$ cat src/rtl/matriz_leds_varredura.sv
// matriz_leds_varredura: LED-matrix column scanner with blanking gaps and a multi-page frame buffer
module matriz_leds_varredura #(
  parameter int COLUNAS      = 5,
  parameter int LINHAS       = 7,
  parameter int PAGINAS      = 2,
  parameter int TEMPO_COLUNA = 4,
  parameter int TEMPO_BRANCO = 1,
  parameter int TEMPO_PAGINA = 2
) (
  input  logic                         frequencia_display,
  input  logic                         reset_n,
  input  logic                         escreve,
  input  logic [$clog2(PAGINAS)-1:0]   escreve_pagina,
  input  logic [$clog2(COLUNAS)-1:0]   escreve_coluna,
  input  logic [LINHAS-1:0]            escreve_dado,
  input  logic                         modo_auto,
  input  logic [$clog2(PAGINAS)-1:0]   seletor,
  output logic [COLUNAS-1:0]           col,
  output logic [LINHAS-1:0]            linhas,
  output logic [$clog2(PAGINAS)-1:0]   pagina_atual,
  output logic                         fim_quadro
);
  localparam int CW   = $clog2(COLUNAS);
  localparam int PW   = $clog2(PAGINAS);
  localparam int CNTW = $clog2((TEMPO_COLUNA > TEMPO_BRANCO ? TEMPO_COLUNA : TEMPO_BRANCO) + 1);
  localparam int FW   = $clog2(TEMPO_PAGINA + 1);

  typedef enum logic {BRANCO, ACESO} estado_t;

  estado_t             r_estado, w_estado;
  logic [CNTW-1:0]     r_cnt, w_cnt;
  logic [CW-1:0]       r_coluna, w_coluna;
  logic [PW-1:0]       r_pagina, w_pagina;
  logic [FW-1:0]       r_quadros, w_quadros, w_prox_quadros;
  logic [COLUNAS-1:0]  r_col, w_col;
  logic [LINHAS-1:0]   r_linhas, w_linhas;
  logic                r_fim;
  logic                w_ultimo, w_acende, w_apaga, w_quadro, w_vira, w_sel_ok, w_escreve_ok;
  logic [LINHAS-1:0]   r_buf [PAGINAS][COLUNAS];

  // index checks are done one bit wider so non-power-of-two sizes reject the unused codes
  assign w_sel_ok     = {1'b0, seletor} < (PW+1)'(PAGINAS);
  assign w_escreve_ok = escreve && ({1'b0, escreve_pagina} < (PW+1)'(PAGINAS))
                        && ({1'b0, escreve_coluna} < (CW+1)'(COLUNAS));

  always_comb begin
    w_ultimo       = (r_estado == BRANCO) ? (r_cnt == CNTW'(TEMPO_BRANCO - 1)) : (r_cnt == CNTW'(TEMPO_COLUNA - 1));
    w_acende       = (r_estado == BRANCO) && w_ultimo;
    w_apaga        = (r_estado == ACESO) && w_ultimo;
    w_quadro       = w_apaga && (r_coluna == CW'(COLUNAS - 1));
    w_estado       = w_ultimo ? ((r_estado == BRANCO) ? ACESO : BRANCO) : r_estado;
    w_cnt          = w_ultimo ? '0 : r_cnt + 1'b1;
    w_col          = w_acende ? COLUNAS'(1) << r_coluna : w_apaga ? '0 : r_col;
    w_linhas       = w_acende ? r_buf[r_pagina][r_coluna] : w_apaga ? '0 : r_linhas;
    w_coluna       = w_apaga ? ((r_coluna == CW'(COLUNAS - 1)) ? '0 : r_coluna + 1'b1) : r_coluna;
    w_prox_quadros = r_quadros + 1'b1;
    w_vira         = w_prox_quadros == FW'(TEMPO_PAGINA);
    w_quadros      = !w_quadro ? r_quadros : (!modo_auto || w_vira) ? '0 : w_prox_quadros;
    w_pagina       = !w_quadro ? r_pagina
                   : !modo_auto ? (w_sel_ok ? seletor : r_pagina)
                   : !w_vira ? r_pagina
                   : (r_pagina == PW'(PAGINAS - 1)) ? '0 : r_pagina + 1'b1;
  end

  always_ff @(posedge frequencia_display or negedge reset_n) begin
    if (!reset_n) begin
      r_estado  <= BRANCO;
      r_cnt     <= '0;
      r_coluna  <= '0;
      r_pagina  <= '0;
      r_quadros <= '0;
      r_col     <= '0;
      r_linhas  <= '0;
      r_fim     <= 1'b0;
    end else begin
      r_estado  <= w_estado;
      r_cnt     <= w_cnt;
      r_coluna  <= w_coluna;
      r_pagina  <= w_pagina;
      r_quadros <= w_quadros;
      r_col     <= w_col;
      r_linhas  <= w_linhas;
      r_fim     <= w_quadro;
    end
  end

  always_ff @(posedge frequencia_display or negedge reset_n) begin
    if (!reset_n) begin
      for (int p = 0; p < PAGINAS; p++)
        for (int c = 0; c < COLUNAS; c++)
          r_buf[p][c] <= '0;
    end else if (w_escreve_ok) begin
      r_buf[escreve_pagina][escreve_coluna] <= escreve_dado;
    end
  end

  assign col          = r_col;
  assign linhas       = r_linhas;
  assign pagina_atual = r_pagina;
  assign fim_quadro   = r_fim;
endmodule
$ cat config.mk
export PLATFORM = sky130hd
export DESIGN_NAME = matriz_leds_varredura
export DESIGN_NICKNAME = d
export VERILOG_FILES = /design/src/rtl/matriz_leds_varredura.sv
export SDC_FILE = /design/constraint.sdc
export NUM_CORES = 1
export LEC_CHECK = 0
export CAP_MARGIN = 10
export CORE_ASPECT_RATIO = 0.7
export CORE_MARGIN = 5
export CORE_UTILIZATION = 40
export CTS_CLUSTER_SIZE = 20
export DETAILED_ROUTE_END_ITERATION = 16
export HOLD_SLACK_MARGIN = 0.1
export PLACE_DENSITY = 0.64
export SLEW_MARGIN = 20
export SYNTH_ARGS = -nofsm -noshare
export SYNTH_HDL_FRONTEND = slang
export SYNTH_SLANG_ARGS = --single-unit
$ cat constraint.sdc
create_clock -name frequencia_display -period 2 [get_ports frequencia_display]
set_input_delay 0.3 -clock frequencia_display [delete_from_list [all_inputs] [get_ports frequencia_display]]
set_output_delay 0.3 -clock frequencia_display [all_outputs]
set_load 0.02 [all_outputs]
== Word-level counts from Yosys, hierarchy flattened ==
Cells that the tools add are included.
Cells by class
  add/sub/neg operators: 4
  $mul: 0
  div/mod/pow operators: 0
  $lt $le $gt $ge: 7
  equal/unequal tests: 4
  shifts and indexed selects: 1
  mux-type cells: 23
  bitwise operators: 5
  reduce and logical (&&, ||, !) cells: 11
Operators with widths (count)
  35-bit two-way mux: 4
  70-bit bitwise mux: 1
  35-bit demux with 1-bit select: 1
  7-bit two-way mux: 5
  7-bit binary-select mux with 3-bit select: 1
  7-bit demux with 3-bit select: 1
  5-bit two-way mux: 2
  4-bit >= comparator (second input constant): 2
  3-bit inverter with 4-bit output: 2
  3-bit by 1-bit adder with 3-bit output (second input constant): 2
  1-bit logical AND: 6
  3-bit two-way mux: 2
  1-bit two-way mux: 5
  1-bit by 3-bit << shifter with 5-bit output (first input constant): 1
  2-bit >= comparator (second input constant): 2
  4-bit by 1-bit < comparator with 1-bit output (second input constant): 1
  1-bit inverter with 2-bit output: 2
  3-bit by 2-bit equality test with 1-bit output (second input constant): 1
  3-bit equality test (second input constant): 1
  3-bit logical NOT: 1
  3-bit < comparator (second input constant): 1
  2-bit by 1-bit adder with 2-bit output (second input constant): 1
  2-bit equality test (second input constant): 1
  2-bit by 1-bit < comparator with 1-bit output (second input constant): 1
  other kinds (8): 8
Word-level totals
  bits in registers: 93
  bits in latches: 0
  RAM bits: 0
  bits in read-only memories: 0
  bits of input ports: 16
  output and inout port bits: 14
  word-level logic and storage cells: 73
  memories kept: 0

== Longest topological paths before layout ==
  word-level depth: 8
  depth in mapped cells: 6
  mapped depth without buffers: 5

== Worst setup path before layout ==
Ideal clock, no wire load.
  kind: reg-to-reg
  start: reg r_pagina, in the netlist pagina_atual
  end: reg r_linhas[1], in the netlist linhas[1]
  setup time: 144 ps
  arrival: 1469 ps
  required time: 1856 ps
  slack: 386 ps
  stages on the path, launching flop included: 5
  buffers on the path: 1
  period minus slack after synthesis: 1614 ps
  cell sequence: dfrtp_1 buf_4 mux4_2 o22ai_1 o221ai_1
On the way
  word-level cells in the longest chain between the ends: 8
RTL lines
  start, declared: line 33  | logic [PW-1:0] r_pagina, w_pagina;
  start signal, assigned: line 79  | r_pagina <= w_pagina;
  1-bit inverter with 2-bit output (implied by the code): line 54  | w_linhas = w_acende ? r_buf[r_pagina][r_coluna] : w_apaga ? '0 : r_linhas;
  35-bit two-way mux (implied by the code) (3 in a row): line 54
  7-bit binary-select mux with 3-bit select: line 54
  7-bit two-way mux (implied by the code) (2 in a row): line 54
  7-bit two-way mux: line 54
  end signal, assigned: line 82  | r_linhas <= w_linhas;
  end, declared: line 36  | logic [LINHAS-1:0] r_linhas, w_linhas;
Every way passes these cells. The select of a mux whose other input is x is not followed.
A chain may end at the register's enable or synchronous reset.

== Worst setup path in the final report ==
  start: reg r_pagina, in the netlist pagina_atual
  end: out pagina_atual
RTL lines
  end, declared: line 20  | output logic [$clog2(PAGINAS)-1:0] pagina_atual,
No word-level cell between the ends.

==> insert_results.sql <==
INSERT INTO impl_metrics (metric_group, metric, value, unit) VALUES
('outcome', 'result_of_the_run', 'finished clean', ''),
('floorplan', 'die_x', '135.1', 'um'),
('routing', 'routed-via-count', '2626', ''),
('placed_design', 'gp_congestion', '0.7399', ''),
('pwr', 'p_per_area', '924.6', 'nW/um2'),
('clock_tree', 'maximum_root_to_sink_buffer_count', '2', ''),
('placed_design', 'place_ws', '-0.07717', 'ns'),
('pwr', 'sw_frac_of_total', '0.2417', ''),
('timing', 'setup_ws', '0.1717', 'ns'),
('pwr', 'total_leakage_power', '2.380', 'nW'),
('clock_tree', 'insertion_delay', '0.34', 'ns'),
('routing', 'number_of_detailed_routing_iterations_run_before_antenna_repair', '4', ''),
('yosys', 'synth_async_sr_flop_share', '1.000', ''),
('clock_tree', 'worst_setup_hold_path_clk_slew', '0.06', 'ns'),
('timing', 'finalClockSkew', '0.008640', 'ns'),
('run', 'drv.max_cap_violation_count', '0', ''),
('placed_design', 'portBuffers', '29', ''),
('setup_path', 'worst_setup_path_startpoint', 'pagina_atual', ''),
('floorplan', 'floorplan.die_area', '13180', 'um2'),
('pwr', 'clkPwrFrac', '0.318', ''),
('finish', 'finish.cell_count_without_fillers', '521', ''),
('timing', 'layout_worst_path_cycle_share', '0.9142', ''),
('floorplan', 'core-area', '10850', 'um2'),
('finish', 'antenna_cells_inserted', '0', ''),
('finish', 'syn2layout_area_growth', '21.62', '%'),
('floorplan', 'start_util', '0.4038', ''),
('yosys', 'yosysWarnings', '0', ''),
('timing', 'report.final.setup_viol', '0', ''),
('yosys', 'number_of_enable_type_register_cells_in_the_synthesized_netlist', '0', ''),
('timing', 'fmax', '546.9', 'MHz'),
('yosys', 'synth_top_flop_cell', 'sky130_fd_sc_hd__dfrtp_1', ''),
('yosys', 'number_of_unique_standard_cell_types_used_by_synthesis', '37', ''),
('finish', 'post_route_cells_drive_above_1_share', '0.3886', ''),
('pwr', 'net_sw_power', '1.191', 'mW'),
('routing', 'wire_per_inst', '17.19', 'um'),
('setup_path', 'setup.worst_path.start_class', 'register', ''),
('global_route', 'grt_overflow_total', '0', ''),
('setup_path', 'timing.critical_path.fanout_max', '20', ''),
('global_route', 'grt_antenna_before_repair', '0', ''),
('timing', 'grt_setup_unrepaired', 'no', ''),
('timing', 'worstMarginPinSlew', '0.4766', 'ns'),
('setup_path', 'required', '1.70', 'ns'),
('floorplan', 'die_height', '97.57', 'um'),
('setup_path', 'timing.critical_path.arrival', '1.53', 'ns'),
('pwr', 'power_share_of_the_combinational_group', '0.187', ''),
('routing', 'detail_route.vias_per_cell', '5.040', ''),
('clock_tree', 'cts.sink_count', '93', ''),
('global_route', 'grt_first_pass_wirelength', '15.50', 'mm'),
('global_route', 'grt_start_max_net_pins', '38', ''),
('yosys', 'synthesis.instances', '317', ''),
('yosys', 'synthesis.area_per_instance', '13.82', 'um2'),
('finish', 'final_area', '5329', 'um2'),
('yosys', 'synth-seq-cells', '93', ''),
('floorplan', 'top_level_ports', '30', ''),
('yosys', 'synth_nets', '342', ''),
('routing', 'route.antenna.remaining_nets', '0', ''),
('yosys', 'post_synth_instance_area', '4382', 'um2'),
('clock_tree', 'h-tree-depth', '3', ''),
('min_path', 'hp-class', 'in2async', ''),
('setup_path', 'criticalPathCategory', 'reg2out', ''),
('pwr', 'cell_internal_pwr', '3.736', 'mW'),
('floorplan', 'row_count', '32', ''),
('placed_design', 'half_perimeter_wire_length_of_the_detailed_placement_result', '6.312', 'mm'),
('routing', 'iteration_0_drc_markers', '88', ''),
('clock_tree', 'number_of_buffers_inserted_to_repair_setup_after_cts', '0', ''),
('placed_design', 'place.detailed.instances', '504', ''),
('timing', 'final_number_of_max_transition_violations', '0', ''),
('pwr', 'total_power', '4.927', 'mW'),
('global_route', 'grt_pass1_vias', '2835', ''),
('pwr', 'irDropWorstVdd', '0.4423', 'mV'),
('routing', 'drt_wl_total', '8.958', 'mm');
## what timing repair did
action	in CTS	in global routing
hold endpoints to repair	29	0
hold buffers	1	0
resized for setup	0	0
## state kept, by name, indices dropped and copies added (netlist names)
| name | count |
|---|---|
| r_estado | 1 |
| linhas | 7 |
| pagina_atual | 1 |
| col | 5 |
| fim_quadro | 1 |
| r_quadros | 2 |
| r_coluna | 3 |
| r_buf | 70 |
| r_cnt | 3 |
## final cells by class
cell class | count | area (um2) | share of cell area
Clock buffer | 15 | 267.8 | 0.05025
Multi-Input combinational cell | 190 | 1911 | 0.3585
Tap cell | 153 | 191.4 | 0.03592
Sequential cell | 93 | 2327 | 0.4367
Inverter | 17 | 63.81 | 0.01197
Clock inverter | 1 | 5.005 | 0.0009392
Timing Repair Buffer | 52 | 563.0 | 0.1057
## layout by cell type (no fill, tap or decap), types with 2 or more instances in the layout
cell                               n
sky130_fd_sc_hd__a22o_1            3
sky130_fd_sc_hd__buf_12            8
sky130_fd_sc_hd__buf_4            15
sky130_fd_sc_hd__clkbuf_1          4
sky130_fd_sc_hd__clkbuf_16         9
sky130_fd_sc_hd__clkbuf_8          2
sky130_fd_sc_hd__clkdlybuf4s50_1  28
sky130_fd_sc_hd__dfrtp_1          93
sky130_fd_sc_hd__ha_1              9
sky130_fd_sc_hd__inv_1            16
sky130_fd_sc_hd__mux2_2           78
sky130_fd_sc_hd__mux2_4           14
sky130_fd_sc_hd__mux2i_1           2
sky130_fd_sc_hd__mux4_2            7
sky130_fd_sc_hd__nand2_1           8
sky130_fd_sc_hd__nand2b_1          5
sky130_fd_sc_hd__nand3_1           9
sky130_fd_sc_hd__nand3b_1          3
sky130_fd_sc_hd__nor2_1            3
sky130_fd_sc_hd__nor2_2            3
sky130_fd_sc_hd__nor3b_2           2
sky130_fd_sc_hd__o21ai_0          13
sky130_fd_sc_hd__o221ai_1          7
sky130_fd_sc_hd__o22ai_1           8
sky130_fd_sc_hd__or3_1             3
## synth_stat cells, types with 2 or more instances
| cell | number | area share |
|---|---|---|
| sky130_fd_sc_hd__nor3b_2 | 2 | 0.0057 |
| sky130_fd_sc_hd__nand3_1 | 9 | 0.010 |
| sky130_fd_sc_hd__mux4_2 | 7 | 0.036 |
| sky130_fd_sc_hd__nand3b_1 | 3 | 0.0051 |
| sky130_fd_sc_hd__mux2_2 | 78 | 0.20 |
| sky130_fd_sc_hd__or3_1 | 3 | 0.0043 |
| sky130_fd_sc_hd__nor2_2 | 3 | 0.0043 |
| sky130_fd_sc_hd__nand2_1 | 8 | 0.0069 |
| sky130_fd_sc_hd__o21ai_0 | 13 | 0.015 |
| sky130_fd_sc_hd__dfrtp_1 | 93 | 0.53 |
| sky130_fd_sc_hd__ha_1 | 9 | 0.026 |
| sky130_fd_sc_hd__mux2_4 | 14 | 0.048 |
| sky130_fd_sc_hd__nor2_1 | 3 | 0.0026 |
| sky130_fd_sc_hd__buf_1 | 7 | 0.0060 |
| sky130_fd_sc_hd__mux2i_1 | 2 | 0.0046 |
| sky130_fd_sc_hd__inv_1 | 16 | 0.014 |
| sky130_fd_sc_hd__o22ai_1 | 8 | 0.011 |
| sky130_fd_sc_hd__buf_2 | 7 | 0.0080 |
| sky130_fd_sc_hd__nand2b_1 | 5 | 0.0071 |
| sky130_fd_sc_hd__a22o_1 | 3 | 0.0060 |
| sky130_fd_sc_hd__o221ai_1 | 7 | 0.014 |
| sky130_fd_sc_hd__buf_4 | 2 | 0.0034 |
## per-stage QoR
stage / hold WS (ns) / TNS, ns
after floorplan: 0.004409 / 0
after global placement: 0.2703 / -0.1430
after detailed placement: 0.2703 / -0.7311
after CTS: 0.4508 / 0
after global routing: 0.4796 / 0
final: 0.4463 / 0
## worst paths after layout
path	to	slack, ns	cells past startpoint
setup / recovery	pagina_atual	0.17	2
setup reg to reg	linhas[1]	0.36	4
min in group frequencia_display	r_cnt[0]	0.47	1
max in group asynchronous	r_cnt[2]	0.98	3
hold / removal	r_buf[2]	0.45	2
hold reg to reg	r_cnt[0]	0.47	1
## critical path, stage by stage (launching register included)
cell and delay, ns:
sky130_fd_sc_hd__dfrtp_1 0.37, sky130_fd_sc_hd__buf_12 0.19, sky130_fd_sc_hd__clkdlybuf4s50_1 0.63
## power groups by stage
stage / clock network, mW / registers [mW] / logic [mW]
2_1_floorplan: 0 / 2.45 / 0.597
3_5_place_dp: 0 / 2.47 / 0.928
3_3_place_gp: 0 / 2.45 / 0.913
4_1_cts: 1.60 / 2.44 / 0.934
5_1_grt: 1.71 / 2.49 / 1.01
6_report: 1.57 / 2.44 / 0.923
## cells by family after synthesis
kind of cell / share of synthesized area
adders and majority gates: 0.02570
AOI/OAI and AO/OA: 0.05226
buffers and inverters: 0.03284
DFF: 0.5311
and+or+nand+nor: 0.06911
muxes: 0.2890
## layer usage
metal / wire [um] / share of wire / vias to the layer above / GRT usage
met5: 0 / 0 / - / 0
met3: 349 / 0.039 / 5 / 0.04296
met2: 3784 / 0.42 / 39 / 0.2060
met1: 4756 / 0.53 / 1342 / 0.2309
met4: 67 / 0.0075 / 0 / 0.03718
li1: - / - / 1240 / -
Note: power is estimated with default switching activity, not from simulation.
